`src/rtl/imem_pkg.sv`:
```
// Shared definitions for the instruction-memory loader.
// Holds the memory geometry, the 8-bit instruction encoding (opcodes,
// field positions, the NOP fill word) and the loader FSM state type.
package imem_pkg;

  localparam int DEPTH = 32;  // instruction words held
  localparam int PTR_W = 6;   // holds 0..DEPTH

  // Opcodes, instruction bits [7:6]
  localparam logic [1:0] OP_ADD = 2'b00;
  localparam logic [1:0] OP_LW  = 2'b01;
  localparam logic [1:0] OP_SW  = 2'b10;
  localparam logic [1:0] OP_J   = 2'b11;

  // Field positions inside an instruction byte {op,rs,rt,imm}
  localparam int OP_HI  = 7;
  localparam int OP_LO  = 6;
  localparam int RS_HI  = 5;
  localparam int RS_LO  = 4;
  localparam int RT_HI  = 3;
  localparam int RT_LO  = 2;
  localparam int IMM_HI = 1;
  localparam int IMM_LO = 0;

  // Jump-to-0 style word used for cleared or absent locations
  localparam logic [7:0] NOP_WORD = {OP_J, 2'b00, 2'b00, 2'b00};

  typedef enum logic [1:0] {
    ST_IDLE = 2'd0,
    ST_LOAD = 2'd1,
    ST_RUN  = 2'd2
  } state_t;

  function automatic logic [1:0] instr_op(input logic [7:0] w);
    return w[OP_HI:OP_LO];
  endfunction

endpackage

```
`src/rtl/imem_loader_if.sv`:
```
// Program byte stream into the loader.
// Handshake: a byte moves on a rising edge where in_valid and in_ready are
// both 1. The source holds in_data/in_last stable while in_valid is high and
// in_ready is low; in_last marks the final byte of a program.
//   master: program source (drives in_valid, in_data, in_last)
//   slave : loader         (drives in_ready)
interface imem_loader_if;
  logic       in_valid;
  logic       in_ready;
  logic [7:0] in_data;
  logic       in_last;

  modport master (output in_valid, output in_data, output in_last, input in_ready);
  modport slave  (input in_valid, input in_data, input in_last, output in_ready);
endinterface

```
`src/rtl/imem_ram.sv`:
```
// DEPTH x 8 instruction storage.
// Ports: clk_i, rst_n_i (sync, active-low, fills NOP), clr_i (sync fill NOP),
//        we_i/waddr_i/wdata_i (sync write), raddr_i -> rdata_o (async read).
// A read of the address being written returns the old word.
module imem_ram
  import imem_pkg::*;
#(
  parameter int         RAM_DEPTH = DEPTH,
  parameter int         ADDR_W    = PTR_W - 1,
  parameter logic [7:0] FILL      = NOP_WORD
) (
  input  logic              clk_i,
  input  logic              rst_n_i,
  input  logic              clr_i,
  input  logic              we_i,
  input  logic [ADDR_W-1:0] waddr_i,
  input  logic [7:0]        wdata_i,
  input  logic [ADDR_W-1:0] raddr_i,
  output logic [7:0]        rdata_o
);

  logic [7:0] mem_q [RAM_DEPTH];

  always_ff @(posedge clk_i) begin
    if (!rst_n_i || clr_i) begin
      for (int i = 0; i < RAM_DEPTH; i++) mem_q[i] <= FILL;
    end else if (we_i) begin
      mem_q[waddr_i] <= wdata_i;
    end
  end

  assign rdata_o = mem_q[raddr_i];

endmodule

```
`src/rtl/imem_loader.sv`:
```
// Writer side of the CPU instruction memory.
// Loads a program from a byte stream into imem_ram and keeps the CPU held
// (cpu_run=0) until the load finishes, either on in_last or when the memory
// is full (trunc=1). The CPU read port behaves like a ROM: combinational,
// NOP_WORD outside the memory or while a load is in progress.
// Ports: clk50, reset (sync active-low), load_start, in_if (stream slave),
//        rd_addr/rd_data (CPU fetch), cpu_run, busy, load_count, trunc,
//        dbg_state (current FSM state).
module imem_loader
  import imem_pkg::*;
(
  input  logic             clk50,
  input  logic             reset,
  input  logic             load_start,
  imem_loader_if.slave     in_if,
  input  logic [7:0]       rd_addr,
  output logic [7:0]       rd_data,
  output logic             cpu_run,
  output logic             busy,
  output logic [PTR_W-1:0] load_count,
  output logic             trunc,
  output state_t           dbg_state
);

  localparam logic [7:0]       DEPTH_A   = 8'(DEPTH);
  localparam logic [PTR_W-1:0] LAST_SLOT = PTR_W'(DEPTH - 1);

  state_t           state_q;
  logic [PTR_W-1:0] wr_ptr_q;
  logic [PTR_W-1:0] load_count_q;
  logic             trunc_q;
  logic             cpu_run_q;
  logic             busy_q;
  logic             in_ready_q;

  logic       xfer;
  logic       start_ok;
  logic [7:0] ram_rdata;

  assign xfer     = in_if.in_valid & in_ready_q;
  // load_start is only honoured outside LOAD
  assign start_ok = load_start & (state_q != ST_LOAD);

  always_ff @(posedge clk50) begin
    if (!reset) begin
      state_q      <= ST_IDLE;
      wr_ptr_q     <= '0;
      load_count_q <= '0;
      trunc_q      <= 1'b0;
      cpu_run_q    <= 1'b0;
      busy_q       <= 1'b0;
      in_ready_q   <= 1'b0;
    end else begin
      case (state_q)
        ST_IDLE, ST_RUN: begin
          if (start_ok) begin
            state_q      <= ST_LOAD;
            wr_ptr_q     <= '0;
            load_count_q <= '0;
            trunc_q      <= 1'b0;
            cpu_run_q    <= 1'b0;
            busy_q       <= 1'b1;
            in_ready_q   <= 1'b1;
          end
        end
        ST_LOAD: begin
          if (xfer) begin
            wr_ptr_q     <= wr_ptr_q + 1'b1;
            load_count_q <= load_count_q + 1'b1;
            // Finish on the tagged last byte or when the final slot fills
            if (in_if.in_last || wr_ptr_q == LAST_SLOT) begin
              state_q    <= ST_RUN;
              trunc_q    <= ~in_if.in_last;
              cpu_run_q  <= 1'b1;
              busy_q     <= 1'b0;
              in_ready_q <= 1'b0;
            end
          end
        end
        default: begin
          state_q    <= ST_IDLE;
          cpu_run_q  <= 1'b0;
          busy_q     <= 1'b0;
          in_ready_q <= 1'b0;
        end
      endcase
    end
  end

  imem_ram #(
    .RAM_DEPTH (DEPTH),
    .ADDR_W    (PTR_W - 1),
    .FILL      (NOP_WORD)
  ) u_ram (
    .clk_i   (clk50),
    .rst_n_i (reset),
    .clr_i   (start_ok),
    .we_i    (xfer),
    .waddr_i (wr_ptr_q[PTR_W-2:0]),
    .wdata_i (in_if.in_data),
    .raddr_i (rd_addr[PTR_W-2:0]),
    .rdata_o (ram_rdata)
  );

  assign rd_data = (rd_addr < DEPTH_A && state_q != ST_LOAD) ? ram_rdata : NOP_WORD;

  assign in_if.in_ready = in_ready_q;
  assign cpu_run        = cpu_run_q;
  assign busy           = busy_q;
  assign load_count     = load_count_q;
  assign trunc          = trunc_q;
  assign dbg_state      = state_q;

endmodule
```
`src/flat_wrapper.sv`:
```
// flat-port wrapper written by rule: the top's interface ports become plain ports
module imem_loader_flat import imem_pkg::*;
  (clk50, reset, load_start, rd_addr, rd_data, cpu_run, busy, load_count, trunc, dbg_state, in_if_in_valid, in_if_in_data, in_if_in_last, in_if_in_ready);
  imem_loader_if in_if_i ();
  input  logic clk50;
  input  logic reset;
  input  logic load_start;
  input  logic [7:0] rd_addr;
  output logic [7:0] rd_data;
  output logic cpu_run;
  output logic busy;
  output logic [PTR_W-1:0] load_count;
  output logic trunc;
  output state_t dbg_state;
  input wire logic [$bits(in_if_i.in_valid)-1:0] in_if_in_valid;
  input wire logic [$bits(in_if_i.in_data)-1:0] in_if_in_data;
  input wire logic [$bits(in_if_i.in_last)-1:0] in_if_in_last;
  output wire logic [$bits(in_if_i.in_ready)-1:0] in_if_in_ready;
  assign in_if_i.in_valid = in_if_in_valid;
  assign in_if_i.in_data = in_if_in_data;
  assign in_if_i.in_last = in_if_in_last;
  assign in_if_in_ready = in_if_i.in_ready;
  imem_loader u_core (.clk50(clk50), .reset(reset), .load_start(load_start), .in_if(in_if_i), .rd_addr(rd_addr), .rd_data(rd_data), .cpu_run(cpu_run), .busy(busy), .load_count(load_count), .trunc(trunc), .dbg_state(dbg_state));
endmodule
```
`config.mk`:
```
export PLATFORM = sky130hd
export DESIGN_NAME = imem_loader_flat
export DESIGN_NICKNAME = d
export VERILOG_FILES = /design/src/rtl/imem_pkg.sv /design/src/rtl/imem_loader_if.sv /design/src/rtl/imem_ram.sv /design/src/rtl/imem_loader.sv /design/src/flat_wrapper.sv
export SDC_FILE = /design/constraint.sdc
export NUM_CORES = 1
export LEC_CHECK = 0
export BUFFER_PORTS_ARGS = -buffer_cell sky130_fd_sc_hd__buf_4
export CAP_MARGIN = 20
export CORE_ASPECT_RATIO = 0.8
export CORE_UTILIZATION = 55
export CTS_CLUSTER_DIAMETER = 50
export DETAILED_ROUTE_END_ITERATION = 10
export HOLD_SLACK_MARGIN = 0.08
export PLACE_DENSITY = 0.76
export SYNTH_ARGS = -nofsm -noshare
export SYNTH_HDL_FRONTEND = slang
export SYNTH_SLANG_ARGS = --single-unit
```
`constraint.sdc`:
```
create_clock -name clk50 -period 3.6 [get_ports clk50]
set_input_delay 0.18 -clock clk50 [delete_from_list [all_inputs] [get_ports clk50]]
set_output_delay 0.18 -clock clk50 [all_outputs]
set_load 0.01 [all_outputs]
```
==> results of run 1 <==
-- metal layers --
layer,part of all wire (%),GRT usage [%],vias to the layer above
li1,-,-,3453
met1,46,41.63,3886
met2,43,35.51,444
met3,9.2,3.550,35
met4,1.7,5.589,0
met5,0,0,-
-- Yosys cell counts (3+ instances only) --
cell      instances
a221oi_1         14
inv_1             3
a21boi_0          3
nor2b_1           7
and2_1          194
o22ai_1          12
nand2b_1          6
buf_4             7
xor2_1            7
o21ai_0          36
nand2_1          10
a221o_1           6
mux2_2           16
nand3b_1          3
buf_2            14
edfxtp_1        256
nor2_1           54
mux4_2           48
dfxtp_1          16
mux2i_1          34
buf_1             4
clkbuf_1         53
or3_1            65
ha_1              5
nand4_1           8
a21oi_1           9
-- final cells by class --
class	count	area, um^2	area share (%)
Clock inverter	19	152.6	1.068
Sequential cell	272	8008	56.05
Tap cell	306	382.9	2.680
Clock buffer	31	690.7	4.834
Multi-Input combinational cell	555	4384	30.69
Inverter	3	11.26	0.07882
Timing Repair Buffer	86	658.1	4.606
-- metrics by stage --
stage	utilization, %	instances	instance area (um^2)	total power (W)	hold slack (ns)
after global placement	59.21	1217	13390	0.004158	0.4613
after global routing	63.15	1272	14290	0.007013	0.2041
after CTS	63.15	1272	14290	0.006840	0.1730
after floorplan	-	911	12770	0.003969	0.3594
final	63.15	1272	14290	0.006831	0.1962
after detailed placement	59.21	1217	13390	0.004171	0.4658
-- path summary, 6_finish.rpt --
path | endpoint | slack, ns | from | depth (start not counted)
max | rd_data[7] | 0.91 | u_core.dbg_state[1] | 4
min | u_core.u_ram.mem_q[15][6] | 0.20 | in_if_in_data[6] | 2
max reg2reg | u_core.u_ram.mem_q[20][3] | 1.07 | u_core.dbg_state[1] | 6
min reg2reg | u_core.trunc | 0.51 | u_core.trunc | 2
-- timing repair --
item	in CTS	in global routing
endpoints found under the setup margin	0	0
hold buffers	5	0
resized for setup	0	0
endpoints found under the hold margin	8	0
-- registers in the layout, summed over array words and instances, names as in the netlist --
| register | flops |
|---|---|
| u_core.load_count | 6 |
| u_core.in_if.in_ready | 1 |
| u_core.wr_ptr_q | 6 |
| u_core.dbg_state | 2 |
| u_core.trunc | 1 |
| u_core.u_ram.mem_q | 256 |
-- logic make-up (layout without fill, tap and decap cells) --
kind of cell	count (synthesis)	count (layout)	share of synthesized area (%)
muxes	98	98	12.54
buffers and inverters	84	139	2.940
and+or+nand+nor	359	359	16.47
adders and majority gates	5	5	0.4900
AOI/OAI and AO/OA	85	85	4.283
xor gates and xnor gates	8	8	0.5488
DFF	272	272	62.72
-- power groups by stage --
stage	registers (W)	clock network, W	logic, W
global route	0.00364	0.00286	0.000506
finish	0.00364	0.00272	0.000476
global placement	0.00370	0	0.000463
detailed placement	0.00370	0	0.000469
CTS	0.00364	0.00273	0.000475
floorplan	0.00368	0	0.000292
==> results.txt, run 1 <==
Count of nets after finishing: 971. TritonCTS built the clock tree. For this run, the slowest stage of the critical path takes 0.62 ns. The tools report the leakage power as 4.954 nW. Once the floorplan was initialized, standard cells occupied 56.43% of the core.

The detailed-route wire length per cell is 22.90 um, and the fraction of final layout cells with drive strength greater than 1 is 19.36%. Number of antenna violations at the first check in global routing: 0. The run finished with clean final reports. The tools report the count of final hold-check violations as 0. The cell area power density was 478.1 mW/mm^2.

The number of H-tree levels is 1, and the largest fanout of any net on the critical path is 7. The internal power came out at 0.005292 W. The part of the total power dissipated in combinational logic is 7.0%. For the worst setup path, the data arrival time is 2.51 ns. The worst min-delay path class was primary input to flip-flop.

Area growth from synthesis to layout: 11.91%. The synthesized netlist occupies a cell area of 0.01277 mm^2. For this block, the routed nets add up to 29.14 mm of wire.

The worst clock skew is 0.01687 ns, and the share of total power in sequential cells is 53.2%. Timing would allow up to 0.3713 GHz. Summing over every cut layer, the via total after detailed routing is 7,818. The Yosys step of the flow raised 0 warnings.

Measured against its own limit, the worst slew margin works out to 44.99%. Net switching is 22.53% of the power. The standard cell core area is 0.02262 mm^2, and the sink count of the clock tree is 272. The total CTS buffers was 27; the maximum clock path buffer count was 3. The number of max-slew violations in the final report was 0; the global-route wire length before repair was 44.54 mm. By area the synthesized netlist is led by edfxtp_1 (60%), and2_1 (9.5%), mux4_2 (8.5%). The most used flip-flop cell after synthesis is edfxtp_1. The die is 138.3 um tall. 41 I/O pins were placed. For this block, the initial DRC count from the detailed router was 1,001.

Counting distinct cell types in the post-synthesis netlist gives 42. Critical path buffer and inverter count: 1. The later pin in the worst-skew pair is clocked with a latency of 0.54 ns.

For the pin with the worst max-slew slack, the measured transition is 0.8252 ns. The leading cell type in the layout, fill and taps excluded is edfxtp_1. The kind of cell adding the most delay to the critical path is simple AND/OR/NAND/NOR gates. The pre-antenna-repair detailed-routing pass consisted of 7 iterations. The biggest area contributor in the post-synthesis netlist is edfxtp_1. The share of synthesized flip-flops with an asynchronous set or reset was 0%.

The portion of synthesized cell area occupied by the leading cell type was 60.21%. STA classifies the critical path endpoint as an output pin. Routability-driven placement finished with a final weighted congestion of 0.8460. The final critical path takes up 74.82% of the cycle. The synthesized net count was 937; the number of filler cells placed in the layout was 1,650. For the largest net degree at the start of global routing, the log shows 49. During placement, the flow inserted port buffers numbering 40. The net switching power was 0.001539 W; the aggregate negative setup slack was 0 ns. Leaving out fill and tap cells, the most frequent cells in the layout are edfxtp_1 (256), and2_1 (194), buf_4 (81). For this run, design rule violations remaining after detail routing come to 0.

Vias per cell: 6.146. After synthesis, the mean cell area works out to 14.01 um^2. The final critical-path required period is 2.694 ns. In this run the horizontal extent of the chip is 172.3 um. The worst setup slack after placement is 0.9992 ns.

The count of nets left with antenna violations once routing finished came out at 0. After floorplanning, the core was divided into 49 placement rows. The tools report the instance count of the mapped netlist as 911.

The startpoint type of the worst setup path was a flip-flop. The tool flagged a number of max-cap violations equal to 0. For this run, the total global-route usage over all layers was measured as 25.27%. For the number of failing setup endpoints in the final timing report, the log shows 0. The clock transition time at the flip-flop clock pins of the worst setup and hold paths works out to 0.06 ns. Once routing completed, OpenROAD measured the worst setup slack at 0.9065 ns. The repair_antennas step left the layout with diodes totalling 0.

The number of enable flip-flop cells after synthesis is 256, and the count of buffers added by post-CTS timing repair for setup is 0. Once detailed placement completed, the half-perimeter wirelength came to 18.98 mm. The number of global-route vias before repair was 7,463; the aggregate global routing overflow was 0. The slowest stage of the critical path is the nor4_1 cell.

The clock network accounts for 39.8% of the total power. The setup path with the least slack is of type flip-flop to output pin. The signal on the critical path passes through nor2_1 -> nor4_1 -> o21ai_0 -> buf_4.

At the worst endpoint, the required time is 3.42 ns. VDD sags by at most 338.0 uV. Setup repair after global routing left no endpoint under its margin. Of the synthesized area, sequential elements account for 62.72%. The floorplan step defined a die boundary enclosing 0.02383 mm^2. The synthesized design contains 272 register bits. CTS placed an instance of clkbuf_16 at the clock tree root.
Power figures use the tool's default switching activity.
==> inputs of run 2 (changes only) <==
--- a/config.mk
+++ b/config.mk
@@ -5,6 +5,7 @@
 export SDC_FILE = /design/constraint.sdc
 export NUM_CORES = 1
 export LEC_CHECK = 0
+export ABC_AREA = 1
 export BUFFER_PORTS_ARGS = -buffer_cell sky130_fd_sc_hd__buf_4
 export CAP_MARGIN = 20
 export CORE_ASPECT_RATIO = 0.8
@@ -12,7 +13,7 @@
 export CTS_CLUSTER_DIAMETER = 50
 export DETAILED_ROUTE_END_ITERATION = 10
 export HOLD_SLACK_MARGIN = 0.08
-export PLACE_DENSITY = 0.76
+export PLACE_DENSITY = 0.79
 export SYNTH_ARGS = -nofsm -noshare
 export SYNTH_HDL_FRONTEND = slang
 export SYNTH_SLANG_ARGS = --single-unit
==> constraint.sdc (replaced) <==
create_clock -name clk50 -period 2.4 [get_ports clk50]
set_input_delay 0.12 -clock clk50 [delete_from_list [all_inputs] [get_ports clk50]]
set_output_delay 0.12 -clock clk50 [all_outputs]
set_load 0.01 [all_outputs]
==> results.txt, run 2 <==
The repair_antennas step left the layout with diodes totalling 0. The multiplexer share of the synthesized area is 0%. XOR/XNOR share of the synthesized area: 0.06739%. The number of antenna violations at the first check in global routing was 0; the worst clock skew was 0.01767 ns. The latest clock arrival within the worst-skew pair came out at 0.55 ns. Counting stages on the worst path, the most repeated cell is inv_1. The netlist uses 28 different library cells.

Setup repair after global routing left no endpoint under its margin. Setup violations remaining at the end of the flow were counted as 0. The run finished with clean final reports. The first global-routing pass estimated 50.00 mm of wire.

The tree built by TritonCTS fans out to 272 sinks. The biggest area contributor in the post-synthesis netlist is edfxtp_1. The clock period could shrink to 2.190 ns. The number of enable flip-flop cells after synthesis was 256.

From bottom edge to top edge, the die measures 139.5 um. u_core.u_ram.mem_q holds more flip-flops than any other register. After the first detailed-routing iteration, the DRC count stood at 1,326.

After synthesis, the largest family of logic cells by area is simple AND/OR/NAND/NOR gates. Clock-pin slew was measured on the worst setup and hold paths at 0.06 ns. The floorplan die width is 173.9 um, and the aggregate global-route resource usage is 26.81%. No sink is reached through more buffers than the 3 on the longest clock path. After clock tree synthesis, the setup repair step added 0 buffers. Counting the buffers created by CTS gives 28.

The register with the most flip-flops in the layout has 256 of them. Routability-driven placement finished with a final weighted congestion of 0.9013. The starting utilization of the core area was 56.99%; the standard cell core area was 0.02281 mm^2. The library cells used most frequently in the layout, excluding fill and tap cells, are nand2_1 (464), nor2_1 (257), edfxtp_1 (256). For the required time of the worst setup path, the log shows 2.62 ns. For this design, the slowest cell found on the critical path is dfxtp_1. The worst setup path is launched from a flip-flop. The largest single stage delay on the critical path is 0.51 ns. The vias per cell is 5.631. Summed over its instances, the top area cell type makes up 59.15% of the synthesized netlist area.

After layout, the worst path uses 91.24% of the clock period. Yosys attributes the largest share of cell area to edfxtp_1 (59%), nand2_1 (13%), nor2_1 (7.4%). The worst register-to-register path begins at u_core.wr_ptr_q[2].

Setup total negative slack on the finished layout was measured at 0 ns. The path length in cells of the critical path is 6. After synthesis the netlist holds a flip-flop and latch count of 272. The first detailed-routing pass ran for 5 iterations.

Prevailing post-synth register cell: edfxtp_1. Critical path buffer and inverter count: 3. The signal on the critical path passes through inv_1 -> nor3_1 -> inv_1 -> nor2_4 -> inv_2 -> nand2_1.

The synthesized net count is 1,452, and the post-route antenna net violation count is 0. The transition time at the pin with the least slew margin is 0.5545 ns. The count of nets after finishing is 1,467, and the die outline area is 0.02425 mm^2. TritonCTS built the clock tree. In this run the power density over the cells is 718.3 mW/mm^2.

For this run the aggregate overflow at the end of global routing stands at 0. In the post-synthesis netlist, the cell with the most instances is nand2_1. For this run, design rule violations remaining after detail routing come to 0. The site row count came out at 49. In this run the worst setup path begins at u_core.wr_ptr_q[2].

The run gives 32.10 mm as the post-detailed-routing wire length. The worst min-delay path class was primary input to flip-flop. For this design the static power due to leakage is 5.803 nW. Of all nets on the critical path, the largest fanout is 9. The worst-case register-to-register setup slack came out at 0.21 ns.

The library cell used most frequently in the layout, excluding fill and tap cells, is nand2_1. The type of the worst setup path is flip-flop to flip-flop. The number of global-route vias before repair is 9,360, and the simple-gate share of the synthesized area is 30.68%. Total number of vias: 9,956. Summing all non-filler instances in the final layout gives an area of 0.01445 mm^2. After synthesis, flip-flops and latches occupy 61.61% of the total area.

Buffers placed on the I/O ports in this run total 40. Ranked by instance count, the synthesized netlist is headed by nand2_1 (464), nor2_1 (257), edfxtp_1 (256). The number of filler cells placed in the layout was 1,825; the synthesized-area fraction occupied by adder cells was 0.4813%. The complex-gate fraction of the synthesized area came out at 1.550%. The number of H-tree levels came out at 1.

The buffer cell driving the clock tree root is clkbuf_16. Pin placement for this block handled 41 I/O pins. The tool flagged a number of max-cap violations equal to 0. The count of final hold-check violations came out at 0.

In this run the worst setup path terminates at u_core.u_ram.mem_q[20][5]. The detailed-route wire length per cell is 18.15 um. The worst register-to-register path has a depth of 6. The run gives 682.2 uV as the worst voltage drop across the vdd grid.

Averaged over all synthesized cells, the footprint is 9.115 um^2. The worst setup path is captured at a flip-flop. The Yosys step of the flow raised 0 warnings.

The sum of net half-perimeters after detailed placement is 19.53 mm. The run gives 0 as the number of max-slew violations in the final report. The placed instances occupy a cell area of 0.01352 mm^2.

Entering global routing, the biggest net connects 70 pins. The critical register-to-register path endpoint is u_core.u_ram.mem_q[20][5]. Broken down by cell family, the worst path's largest delay share belongs to simple AND/OR/NAND/NOR gates.

For the worst setup path, the data arrival time is 2.41 ns. The share of synthesized flip-flops with an asynchronous set or reset was 0%. The cell count after synthesis came out at 1,426. The area growth from synthesis to layout is 11.19%.

In this run the tightest slew margin relative to its limit is 63.03%. The synthesized netlist occupies a cell area of 0.01300 mm^2. The top achievable clock speed is 0.4567 GHz, and the fraction of final layout cells with drive strength greater than 1 is 11.22%.
-- run 2: worst min-delay path by stage --
stage	startpoint	to	slack [ns]	depth (start not counted)
floorplan	reset	u_core.load_count[0]	0.26	2
global placement	reset	u_core.load_count[0]	0.40	3
detailed placement	reset	u_core.load_count[0]	0.39	3
CTS	in_if_in_data[7]	u_core.u_ram.mem_q[6][7]	0.16	4
global route	in_if_in_data[6]	u_core.u_ram.mem_q[23][6]	0.17	4
finish	in_if_in_data[6]	u_core.u_ram.mem_q[1][6]	0.16	4
-- run 2: timing repair --
| action | CTS | global route |
|---|---|---|
| resized for setup | 0 | 1 |
| endpoints found under the hold margin | 8 | 0 |
| endpoints found under the setup margin | 0 | 24 |
| hold buffers | 7 | 0 |
-- run 2: final cells by class --
class | count | area (um^2) | area share [%]
clock inverter | 13 | 110.1 | 0.7619
clock buffer | 38 | 748.2 | 5.177
multi-input combinational | 976 | 4265 | 29.52
tap | 306 | 382.9 | 2.649
inverter | 96 | 366.6 | 2.537
timing repair buffer | 67 | 570.5 | 3.948
sequential | 272 | 8008 | 55.41
-- run 2: per-stage QoR --
| stage | setup WS, ns | power (W) | instances | util (%) | hold slack (ns) |
|---|---|---|---|---|---|
| floorplan | 0.6279 | 0.006071 | 1426 | - | 0.2584 |
| global placement | 0.1694 | 0.006340 | 1710 | 59.27 | 0.3999 |
| detailed placement | 0.1004 | 0.006364 | 1710 | 59.27 | 0.3903 |
| CTS | 0.07057 | 0.01038 | 1768 | 63.34 | 0.1569 |
| global route | 0.07841 | 0.01067 | 1768 | 63.36 | 0.1709 |
| finish | 0.2103 | 0.01038 | 1768 | 63.36 | 0.1618 |
-- run 2: kinds of logic (layout without fill, tap and decap cells) --
group	count (synthesis)	count (layout)
adder cells (fa/ha/maj)	5	5
XOR/XNOR	1	1
buffers and inverters	178	214
flip-flops	272	272
AND/OR/NAND/NOR	933	933
AO/OA/AOI/OAI	37	37
-- run 2: where the power goes --
group          internal (W)  leakage [nW]  total, W  switching, W
combinational      0.000222          2.70  0.000851      0.000630
sequential          0.00538          2.68   0.00544     0.0000579
clock               0.00230         0.422   0.00409       0.00179
-- run 2: worst register-to-register path, delay by kind of cell, from the launching register on --
family	cells	cell delay [ns]
AND/OR/NAND/NOR	3	0.88
flip-flops	1	0.51
buffers and inverters	3	0.47
-- run 2: layer usage --
metal  up-vias  GRT usage (%)  wire length [um]  share of wire [%]
met5         -              0                 0                  0
met4         0          11.22              1252                3.9
met3        93          4.699              3244                 10
met2       537          42.40             14830                 46
met1      4665          36.84             12770                 40
li1       4661              -                 -                  -
==> inputs of run 3 (changes only) <==
--- a/config.mk
+++ b/config.mk
@@ -5,7 +5,6 @@
 export SDC_FILE = /design/constraint.sdc
 export NUM_CORES = 1
 export LEC_CHECK = 0
-export ABC_AREA = 1
 export BUFFER_PORTS_ARGS = -buffer_cell sky130_fd_sc_hd__buf_4
 export CAP_MARGIN = 20
 export CORE_ASPECT_RATIO = 0.8
@@ -14,6 +13,7 @@
 export DETAILED_ROUTE_END_ITERATION = 10
 export HOLD_SLACK_MARGIN = 0.08
 export PLACE_DENSITY = 0.79
+export SETUP_SLACK_MARGIN = 0.3
 export SYNTH_ARGS = -nofsm -noshare
 export SYNTH_HDL_FRONTEND = slang
 export SYNTH_SLANG_ARGS = --single-unit
==> results.txt, run 3 (same netlist as run 1, synthesis figures left out) <==
Max-cap violations in this run came to 0. The ratio of final minimum period to clock period came out at 102.1%. For the pin with the worst max-slew slack, the measured transition is 0.6402 ns.

Final hold analysis gives a worst-case slack of 0.1115 ns. For the final estimated routing congestion in global placement, the log shows 0.8654. The type of the worst setup path is flip-flop to output pin. Aggregate global routing overflow: 0. The run finished, with violations left. The run gives 2.28 ns as the required time of the worst setup path. The register with the most flip-flops in the layout has 256 of them. The library cells used most frequently in the layout, excluding fill and tap cells, are edfxtp_1 (256), and2_1 (194), buf_4 (99). The number of max-slew violations in the final report is 0, and the final critical-path required period is 2.451 ns. The number of global-route vias before repair came out at 7,742. The tree is rooted in a clkbuf_16. The clock passes through at most 3 buffers. The cell area power density works out to 738.2 mW/mm^2. Setup repair after global routing could not meet its margin everywhere. The largest fanout of any net on the critical path is 1.

The worst hold path was traced through 2 stages. In this design, the stage delay of the slowest critical-path cell is 0.52 ns. The net count of the finished layout is 996. 41 I/O pins were placed. The tools report the worst voltage drop across the vdd grid as 520.6 uV.

The initial utilization of the core area, before any placement, comes to 56.43%. Leakage power: 5.182 nW. The top register by number of flip-flops was u_core.u_ram.mem_q.

Measured in cells, the most critical reg-to-reg path has a length of 6. For the standard cell core area, the log shows 0.02262 mm^2. The vias per cell is 6.187. The clock reaches the later pin of the worst-skew pair after 0.58 ns. The worst min-delay path class was primary input to flip-flop. Once layout is done, the placed cells without fillers occupy 0.01483 mm^2. The worst setup path is launched from a flip-flop. Global routing used 26.36% of the available tracks across all layers.

In this run the horizontal extent of the chip is 172.3 um. The count of nets left with antenna violations once routing finished came out at 0. At the worst endpoint, the arrival time is 2.33 ns. The tools report the count of final hold-check violations as 0. For this block, the routed nets add up to 30.77 mm of wire. Timing would allow up to 0.4080 GHz.

The checks that failed: setup timing. The repair_antennas step left the layout with diodes totalling 0. The cell with the biggest individual delay on the critical path is mux4_2.

Instance area after placement: 0.01360 mm^2. The run gives 1 as the number of failing setup endpoints in the final timing report. The critical path buffer and inverter count came out at 1.

Number of antenna violations at the first check in global routing: 0. The total of buffers placed on input and output ports was 40. In this run the core area contains 49 standard-cell rows. The post-route netlist has 24.62% of its cells at a drive strength greater than 1. The sum of net half-perimeters after detailed placement is 20.34 mm. The die is 138.3 um tall.

CTS saw 272 sinks. Measured on the finished design, the core utilization comes to 65.55%. The overall power was 0.01095 W. Traced cell by cell, the critical path runs through mux4_2 -> mux2i_2 -> nor2_1 -> a221oi_2 -> a21oi_2 -> buf_4.

For this run, design rule violations remaining after detail routing come to 0. The area growth from synthesis to layout is 16.15%, and the iteration count of the initial detailed-routing pass is 5. The largest net degree at the start of global routing is 33, and the number of H-tree levels is 1. The library cell used most frequently in the layout, excluding fill and tap cells, is edfxtp_1. The kind of capture point of the worst setup path is an output pin. In this run the tightest slew margin relative to its limit is 57.23%.

For this block, the initial DRC count from the detailed router was 1,126. The die outline area is 0.02383 mm^2. The smallest setup slack after layout came out at -0.05079 ns. The critical path runs through a total of 6 cells. The worst clock skew is 0.03425 ns, and the total CTS buffers is 30. TritonCTS built the clock tree. The total number of vias is 8,024, and the clock transition time at the flip-flop clock pins of the worst setup and hold paths is 0.06 ns. The first global-routing pass estimated 46.15 mm of wire.

The kind of cell adding the most delay to the critical path is multiplexers. After detailed routing, the average wire length per cell comes to 23.72 um.
==> run 3: changes by cell type in the layout (fill, tap and decap cells not counted), sizes merged, moves of 14 or more <==
| cell | previous run | this run |
|---|---|---|
| mux2 | 0 | 16 |
| nand2 | 469 | 10 |
| and2 | 0 | 194 |
| nand3 | 174 | 2 |
| nor2 | 283 | 54 |
| mux4 | 0 | 48 |
| inv | 93 | 3 |
| a221oi | 0 | 14 |
| mux2i | 0 | 34 |
| or3 | 0 | 65 |
| buf | 60 | 104 |
==> run 3: path summary, 6_finish.rpt <==
check                                                from                         to  slack, ns
worst max-delay path            u_core.u_ram.mem_q[24][0]                 rd_data[0]      -0.05
worst max register to register        u_core.dbg_state[0]   u_core.u_ram.mem_q[1][2]       0.44
worst min register to register               u_core.trunc               u_core.trunc       0.49
worst min-delay path                     in_if_in_data[7]  u_core.u_ram.mem_q[20][7]       0.11
==> run 3: final cells by class <==
cell class,count,area [um^2]
sequential,272,8011
fill,1498,7794
multi-input combinational,555,4544
timing repair buffer,108,865.8
clock buffer,35,769.5
tap,306,382.9
clock inverter,18,244.0
inverter,3,11.26
==> run 3: repair_timing <==
action                                 CTS  global route
pin swaps                                5             7
setup endpoints to repair               68           140
cloned                                   0             0
endpoints found under the hold margin   16             0
resized for setup                       33            20
setup buffers                            0             1
hold buffers                             4             0
==> run 3: report_power, final <==
group | internal [W] | switching [W]
Combinational | 0.000311 | 0.000477
Clock | 0.00283 | 0.00186
Sequential | 0.00538 | 0.0000809
Total | 0.00852 | 0.00242
==> run 3: stage by stage <==
step	setup WS, ns	TNS [ns]	instances
finish	-0.05079	-0.05079	1297
CTS	-0.04776	-0.07134	1296
global placement	0.2881	0	1239
detailed placement	0.1909	0	1239
floorplan	0.1551	0	911
global route	-0.08651	-0.2355	1297
==> run 3: metal layers <==
layer  vias to the layer above  part of all wire, %  global-route usage (%)
li1                       3505                    -                       -
met1                      3931                   40                   39.21
met2                       515                   45                   38.65
met3                        73                   13                   6.384
met4                         0                  3.0                   7.639
met5                         -                    0                       0
